[src/rtl/mfcc_pkg.sv]
// Shared MFCC pipeline types and framing constants used by the frame
// scheduler and the window buffer.
package mfcc_pkg;

    localparam int MFCC_FRAME_SIZE = 400;
    localparam int MFCC_FRAME_MOVE = 160;

    typedef enum logic [1:0] {
        SCHED_IDLE = 2'd0,
        SCHED_FILL = 2'd1,
        SCHED_HOP  = 2'd2,
        SCHED_BUSY = 2'd3
    } mfcc_sched_state_t;

    function automatic logic [15:0] sat_inc16(input logic [15:0] value);
        return (value == 16'hFFFF) ? value : value + 16'd1;
    endfunction

endpackage

[src/rtl/mfcc_frame_scheduler.sv]
// Frame-level sequencer: counts incoming samples, issues start_move once a
// frame (or hop) is available and the previous frame has finished.
module mfcc_frame_scheduler
    import mfcc_pkg::*;
#(
    parameter int FRAME_SIZE     = MFCC_FRAME_SIZE,
    parameter int FRAME_MOVE     = MFCC_FRAME_MOVE,
    parameter int BACKLOG_LIMIT  = 1024,
    parameter int TIMEOUT_CYCLES = 65535,
    parameter int FCNT_WIDTH     = 16
) (
    input  logic                               clk,
    input  logic                               rst_n,
    input  logic                               enable_i,
    input  logic                               sample_valid_i,
    input  logic                               mfcc_done_i,
    input  logic                               clear_flags_i,
    output logic                               start_move_o,
    output logic                               busy_o,
    output logic [FCNT_WIDTH-1:0]              frame_count_o,
    output logic [$clog2(BACKLOG_LIMIT+1)-1:0] pending_o,
    output logic                               overrun_o,
    output logic [15:0]                        drop_count_o,
    output logic                               timeout_o
);

    localparam int PW = $clog2(BACKLOG_LIMIT + 1);
    localparam int WW = (TIMEOUT_CYCLES > 1) ? $clog2(TIMEOUT_CYCLES) : 1;

    localparam logic [PW-1:0] LIMIT      = PW'(BACKLOG_LIMIT);
    localparam logic [PW-1:0] NEED_FIRST = PW'(FRAME_SIZE);
    localparam logic [PW-1:0] NEED_HOP   = PW'(FRAME_MOVE);
    localparam logic [WW-1:0] WDOG_LAST  = WW'(TIMEOUT_CYCLES - 1);

    mfcc_sched_state_t      r_state;
    logic [PW-1:0]          r_pending;
    logic [WW-1:0]          r_wdog;
    logic                   r_start;
    logic                   r_busy;
    logic                   r_overrun;
    logic                   r_timeout;
    logic [FCNT_WIDTH-1:0]  r_frames;
    logic [15:0]            r_drops;

    logic                   w_waiting;
    logic                   w_issue;
    logic                   w_flush;
    logic                   w_count;
    logic                   w_drop;
    logic                   w_expire;
    logic [PW-1:0]          w_need;
    logic [PW-1:0]          w_pend_next;

    // Samples keep counting while a frame is in flight even if the scheduler
    // has been disabled; the backlog is discarded when it falls back to IDLE.
    always_comb begin
        w_waiting   = (r_state == SCHED_FILL) || (r_state == SCHED_HOP);
        w_need      = (r_state == SCHED_FILL) ? NEED_FIRST : NEED_HOP;
        w_issue     = w_waiting && enable_i && (r_pending >= w_need);
        w_flush     = w_waiting && !enable_i;
        w_count     = sample_valid_i && (enable_i || (r_state == SCHED_BUSY));
        w_drop      = w_count && (r_pending == LIMIT) && !w_issue;
        w_expire    = (r_state == SCHED_BUSY) && !mfcc_done_i && (r_wdog == WDOG_LAST);
        w_pend_next = r_pending;
        if (w_flush) begin
            w_pend_next = '0;
        end else begin
            if (w_count && !w_drop) begin
                w_pend_next = w_pend_next + PW'(1);
            end
            if (w_issue) begin
                w_pend_next = w_pend_next - w_need;
            end
        end
    end

    always_ff @(posedge clk or negedge rst_n) begin
        if (!rst_n) begin
            r_state   <= SCHED_IDLE;
            r_pending <= '0;
            r_wdog    <= '0;
            r_start   <= 1'b0;
            r_busy    <= 1'b0;
            r_overrun <= 1'b0;
            r_timeout <= 1'b0;
            r_frames  <= '0;
            r_drops   <= '0;
        end else begin
            r_start   <= w_issue;
            r_pending <= w_pend_next;

            // A new event in the same cycle as a clear leaves the flag set.
            if (w_drop) begin
                r_overrun <= 1'b1;
                r_drops   <= clear_flags_i ? 16'd1 : sat_inc16(r_drops);
            end else if (clear_flags_i) begin
                r_overrun <= 1'b0;
                r_drops   <= '0;
            end
            if (w_expire) begin
                r_timeout <= 1'b1;
            end else if (clear_flags_i) begin
                r_timeout <= 1'b0;
            end

            case (r_state)
                SCHED_IDLE: begin
                    if (enable_i) begin
                        r_state <= SCHED_FILL;
                    end
                end
                SCHED_FILL, SCHED_HOP: begin
                    if (!enable_i) begin
                        r_state <= SCHED_IDLE;
                    end else if (w_issue) begin
                        r_state <= SCHED_BUSY;
                        r_busy  <= 1'b1;
                        r_wdog  <= '0;
                    end
                end
                SCHED_BUSY: begin
                    if (mfcc_done_i) begin
                        r_state  <= SCHED_HOP;
                        r_busy   <= 1'b0;
                        r_frames <= r_frames + FCNT_WIDTH'(1);
                    end else if (w_expire) begin
                        r_state <= SCHED_HOP;
                        r_busy  <= 1'b0;
                    end else begin
                        r_wdog <= r_wdog + WW'(1);
                    end
                end
                default: r_state <= SCHED_IDLE;
            endcase
        end
    end

    assign start_move_o  = r_start;
    assign busy_o        = r_busy;
    assign frame_count_o = r_frames;
    assign pending_o     = r_pending;
    assign overrun_o     = r_overrun;
    assign drop_count_o  = r_drops;
    assign timeout_o     = r_timeout;

endmodule
[config.mk]
export PLATFORM = sky130hd
export DESIGN_NAME = mfcc_frame_scheduler
export DESIGN_NICKNAME = d
export VERILOG_FILES = /design/src/rtl/mfcc_pkg.sv /design/src/rtl/mfcc_frame_scheduler.sv
export SDC_FILE = /design/constraint.sdc
export NUM_CORES = 1
export LEC_CHECK = 0
export CORE_MARGIN = 2
export CORE_UTILIZATION = 30
export CTS_BUF_LIST = sky130_fd_sc_hd__clkbuf_2
export CTS_CLUSTER_SIZE = 14
export DETAILED_ROUTE_END_ITERATION = 10
export MAX_ROUTING_LAYER = met4
export PLACE_DENSITY = 0.46
export REMOVE_ABC_BUFFERS = 1
export SLEW_MARGIN = 20
export SYNTH_ARGS = -nofsm -noshare
export SYNTH_HDL_FRONTEND = slang
export SYNTH_SLANG_ARGS = --single-unit
[constraint.sdc]
create_clock -name clk -period 8.9 [get_ports clk]
set_input_delay 2.67 -clock clk [delete_from_list [all_inputs] [get_ports clk]]
set_output_delay 2.67 -clock clk [all_outputs]
set_load 0.01 [all_outputs]
# --- Yosys cells after proc, flatten, opt, wreduce, memory -nomap -nowiden ---
# Cells that the tools add are included.
classes:
  n_lt_le_gt_ge: 1
  reduce_logical: 25
  eq_ne: 14
  n_mux: 28
  n_addsub: 5
ops:
  columns: ["cell", "n"]
  rows:
  - ["16-bit two-way mux", 8]
  - ["16-bit by 1-bit adder with 16-bit output (second input constant)", 3]
  - ["11-bit two-way mux", 4]
  - ["16-bit equality test (second input constant)", 2]
  - ["16-bit case mux with 2 select lines", 1]
  - ["2-bit inequality test (second input constant)", 6]
  - ["11-bit by 1-bit adder with 11-bit output (second input constant)", 1]
  - ["11-bit equality test (second input constant)", 1]
  - ["11-bit by 9-bit >= comparator with 1-bit output", 1]
  - ["11-bit by 9-bit subtractor with 11-bit output", 1]
  - ["2-bit two-way mux", 5]
  - ["1-bit logical AND", 9]
  - ["9-bit two-way mux", 1]
  - ["1-bit two-way mux", 7]
  - ["3-bit inequality test (second input constant)", 2]
  - ["2-bit case mux with 3 select lines", 1]
  - ["2-bit nonzero test", 3]
  - ["5-bit AND reduction", 1]
  - ["2-bit equality test (second input constant)", 2]
  - ["1-bit logical NOT", 4]
  - ["2-bit AND reduction", 2]
  - ["4-bit AND reduction", 1]
  - ["3-bit AND reduction", 1]
  - ["2-bit by 1-bit equality test with 1-bit output (second input constant)", 1]
  - ["4 further kinds", 5]
totals:
  ff_bits: 65

# --- Depth between registers and ports, before layout ---
depth:
  word_depth: 13
  ltp_mapped: 13

# --- Least setup slack after synthesis ---
# OpenSTA, ideal clock, no wires.
synth_timing:
  kind: "input-to-reg"
  from: "in enable_i"
  to: "reg r_pending[10], in the netlist pending_o[10]"
  required_time_ps: 8764
  stages: 11
  setup_slack_ps: 3717
  t_arrival_ps: 5047
  cell_sequence: "buf_2 -> o2111ai_1 -> nor2_1 -> xnor2_1 -> ha_1 -> inv_1 -> fa_1 -> or4_1 -> o2111a_1 -> o311ai_1 -> o41ai_1"
synth_between:
  elab_chain_len: 11
  elab_cells_between_ends: 16
  cone_classes: "add/sub: 1; mux: 4; reduce/logical: 11"
synth_lines:
  columns: ["item", "line_no", "rtl"]
  rows:
  - ["from (decl)", "mfcc_frame_scheduler.sv:14", "input logic enable_i,"]
  - ["1-bit logical OR / 1-bit logical AND (equally long branches)", "mfcc_frame_scheduler.sv:61, mfcc_frame_scheduler.sv:59", null]
  - ["1-bit logical AND (on tied branches)", "mfcc_frame_scheduler.sv:61, mfcc_frame_scheduler.sv:59", null]
  - ["1-bit logical AND / 1-bit logical NOT (equally long branches)", "mfcc_frame_scheduler.sv:62", "w_drop = w_count && (r_pending == LIMIT) && !w_issue;"]
  - ["1-bit logical AND", "mfcc_frame_scheduler.sv:62", null]
  - ["1-bit logical NOT", "mfcc_frame_scheduler.sv:68", "if (w_count && !w_drop) begin"]
  - ["1-bit logical AND", "mfcc_frame_scheduler.sv:68", null]
  - ["11-bit two-way mux", "mfcc_frame_scheduler.sv:68", null]
  - ["11-bit two-way mux", "mfcc_frame_scheduler.sv:65", "if (w_flush) begin"]
  - ["11-bit by 9-bit subtractor with 11-bit output", "mfcc_frame_scheduler.sv:72", "w_pend_next = w_pend_next - w_need;"]
  - ["11-bit two-way mux", "mfcc_frame_scheduler.sv:71", "if (w_issue) begin"]
  - ["11-bit two-way mux (*)", "mfcc_frame_scheduler.sv:65", null]
  - ["net w_pend_next[10]", "mfcc_frame_scheduler.sv:52", "logic [PW-1:0] w_pend_next;"]
  - ["to (signal assigned)", "mfcc_frame_scheduler.sv:90", "r_pending <= w_pend_next;"]
  - ["to (decl)", "mfcc_frame_scheduler.sv:36", "logic [PW-1:0] r_pending;"]
# Mark *: on every way through the listed nets, which the timed path passes. The rest lies on a longest branch. The select of a mux whose other input is x is not followed.
# A chain may end at the register's enable or synchronous reset.

# --- Worst setup path after layout ---
# Ends and elaborated chain as after synthesis.

==> results.yml <==
finish:
  stdcell_count: 640
  drive_gt1_share_pct: 5.98
  post-route-util_pct: 36.4
  area_delta_synth_final_pct: 18.8
  final_nets: 487
  antennaDiodeCount: 0
pwr:
  p_per_area_nw_per_um2: 191
  leakage_nw: 1.83
  ir_drop_uv: 124
sta:
  holdWs_ns: 0.488
  timing.slew.headroom_pct: 30.6
  grt_setup_unrepaired: "no"
  setup_ws_ns: 3.56
  hold_violations: 0
  min_period_over_period_pct: 60.0
  finalClockSkew_ns: 0.0245
  clock.fmax_mhz: 187
  finalSetupTns_ns: 0
  worstMarginPinSlew_ns: 1.04
  setup_viol: 0
  finalCriticalPeriod_ns: 5.34
  maxSlewViolCount: 0
synth:
  synth_flop_cell: "dfrtp_1"
  netlist_instances: 417
  ys_top_cells_by_area: "dfrtp_1 42%, or4_1 5.2%, a21oi_1 5.0%, ha_1 4.8%, o31ai_1 4.8%"
  avgSynthCellArea_sq_um: 9.28
  yosysSeqAreaShare_pct: 42.0
  async_reset_ff_share_pct: 100
  yosysMostFrequentCell: "dfrtp_1"
  ys_ff_latch: 65
  yosys-top-cells-count: "65 x dfrtp_1, 39 x a21oi_1, 34 x nand2_1"
  yosys_warnings: 0
  synth_enable_flop_cells: 0
  syn_area_sq_um: 3870
  yosysTopAreaCellShare_pct: 42.0
  synth_cell_types: 53
  yosys.area.top_type: "dfrtp_1"
placed_design:
  pre_cts_ws_ns: 3.02
  port_buffers: 52
  routabilityCongestion: 0.861
  hpwl_um: 6770
  dp.cells: 626
die:
  initial_core_util_pct: 30.7
  die_w_um: 118
  dieArea_sq_um: 13800
  pin_count: 53
  core-area_sq_um: 12600
  rows: 41
  die_y_um: 118
global_route:
  grt_pass1_vias: 3267
  grt_usage_pct: 15.3
  overflow: 0
  grt_max_degree: 66
  antenna_found_initial: 0
  grt_first_pass_wirelength_um: 16500
cts:
  postCtsSetupBuffers: 0
  cts-buffers-inserted: 9
  clk_pin_slew_ns: 0.18
  htree_levels: 3
  cts_max_path_buffers: 2
  root_buffer: "clkbuf_2"
  post_cts_resized: 0
  worstSkewPairLatency_ns: 0.52
  cts.sinks: 65
  postCtsHoldBufs: 0
  cts_tree: "built"
routing:
  wl_per_cell_um: 15.4
  ant_nets: 0
  wl_um: 9860
  dr.first_iter.drc_count: 173
  dr.pass1.iters: 4
  vias: 3357
  viasPerCell: 5.25
  drc: 0
run_status:
  status: "completed"
critical_path:
  crit_buf_inv: 2
  crit_chain: "clkdlybuf4s50_1, o2111ai_1, nor2_1, xnor2_1, ha_1, inv_1, fa_1, or4_1, o2111a_1, o311ai_1, o41ai_1"
  crit_path_end_kind: "flop"
  crit_path_max_incr_delay_ns: 0.58
  cp_top_family: "compound AO/OA/AOI/OAI gates"
  slowest_stage: "or4_1"
  ff2ff_path_depth: 11
  cp.required_ns: 9.32
  critPathMaxFanout: 10
  startpoint_type: "input port"
  cp_num_cells: 11
  arrival_ns: 5.75
  timing_worst_setup_path_type: "in2reg"
job:
  maxCapViolCount: 0
worst_hold_path:
  hold_class: "reg2reg"
  hold_depth: 1
==> per-layer routing <==
metal / GRT usage [%] / vias to the layer above / routed length (um)
li1: - / 1668 / -
met1: 19.8 / 1610 / 4780
met2: 23.2 / 62 / 4530
met3: 2.91 / 17 / 322
met4: 7.08 / 0 / 223
met5: - / - / 0
==> path summary, 6_finish.rpt <==
check / startpoint / endpoint / slack [ns]
worst max-delay path: enable_i / pending_o[10] / 3.56
worst max register to register: r_state[0] / pending_o[10] / 5.52
worst min-delay path: frame_count_o[15] / frame_count_o[15] / 0.49
worst min register to register: frame_count_o[15] / frame_count_o[15] / 0.49
max in group asynchronous: rst_n / drop_count_o[15] / 6.01
min in group asynchronous: rst_n / drop_count_o[6] / 2.33
==> flip-flops by register name (all words and copies together) (netlist names) <==
signal	count
pending_o	11
frame_count_o	16
start_move_o	1
r_state	2
timeout_o	1
drop_count_o	16
r_wdog	16
busy_o	1
overrun_o	1
==> layout make-up <==
type	count	area (sq um)
sequential	65	1630
clock buffer	13	65.1
clock inverter	1	5.00
tap	172	215
inverter	21	78.8
fill	1326	8020
multi-input combinational	313	2070
timing repair buffer	55	538
==> metrics by stage <==
stage	cell area, sq um	power [mW]
final	4600	0.876
after detailed placement	4530	0.740
after CTS	4600	0.890
after global routing	4600	0.957
after floorplan	3770	0.622
after global placement	4530	0.736
==> placed cells by master (no fill, tap or decap), types with 2 or more instances in the layout <==
| cell type | Yosys | routed |
|---|---|---|
| o21ai_0 | 14 | 14 |
| clkbuf_2 | 0 | 13 |
| or3_1 | 4 | 4 |
| and4_4 | 2 | 2 |
| nor4_1 | 6 | 6 |
| and3_1 | 12 | 12 |
| nand4_1 | 10 | 10 |
| xor2_1 | 9 | 9 |
| a41o_1 | 2 | 2 |
| nand2b_1 | 5 | 5 |
| nand3_1 | 24 | 24 |
| a21oi_1 | 39 | 39 |
| mux2_2 | 3 | 3 |
| inv_1 | 20 | 20 |
| mux2i_1 | 3 | 3 |
| buf_4 | 0 | 3 |
| or4_1 | 27 | 27 |
| dfrtp_1 | 65 | 65 |
| o311ai_0 | 2 | 2 |
| a31oi_1 | 2 | 2 |
| o221a_2 | 2 | 2 |
| nor2b_1 | 6 | 6 |
| o31ai_1 | 25 | 25 |
| nor3_1 | 9 | 9 |
| nand2_1 | 34 | 34 |
| ha_1 | 15 | 15 |
| nor2_1 | 17 | 17 |
| and4_1 | 3 | 3 |
| o41ai_1 | 2 | 2 |
| o211ai_1 | 2 | 2 |
| clkdlybuf4s50_1 | 0 | 51 |
| o2111ai_1 | 2 | 2 |
| xnor2_1 | 13 | 13 |
==> logic make-up (layout without fill, tap and decap cells) <==
group           after synthesis  in the layout  share of synthesized area (%)
mux                           6              6                           1.65
simple gates                166            166                           24.2
flops                        65             65                           42.0
fa+ha+maj                    16             16                           5.37
xor+xnor                     22             22                           4.98
compound gates              103            103                           17.3
buf+inv                      39             90                           4.52
==> report_power, final <==
part	switching [mW]	internal, mW	leakage [nW]
sequential	0.0544	0.344	0.833
combinational	0.195	0.138	0.937
clock	0.106	0.0383	0.0579
No activity file was read; power rests on OpenSTA's default activity.
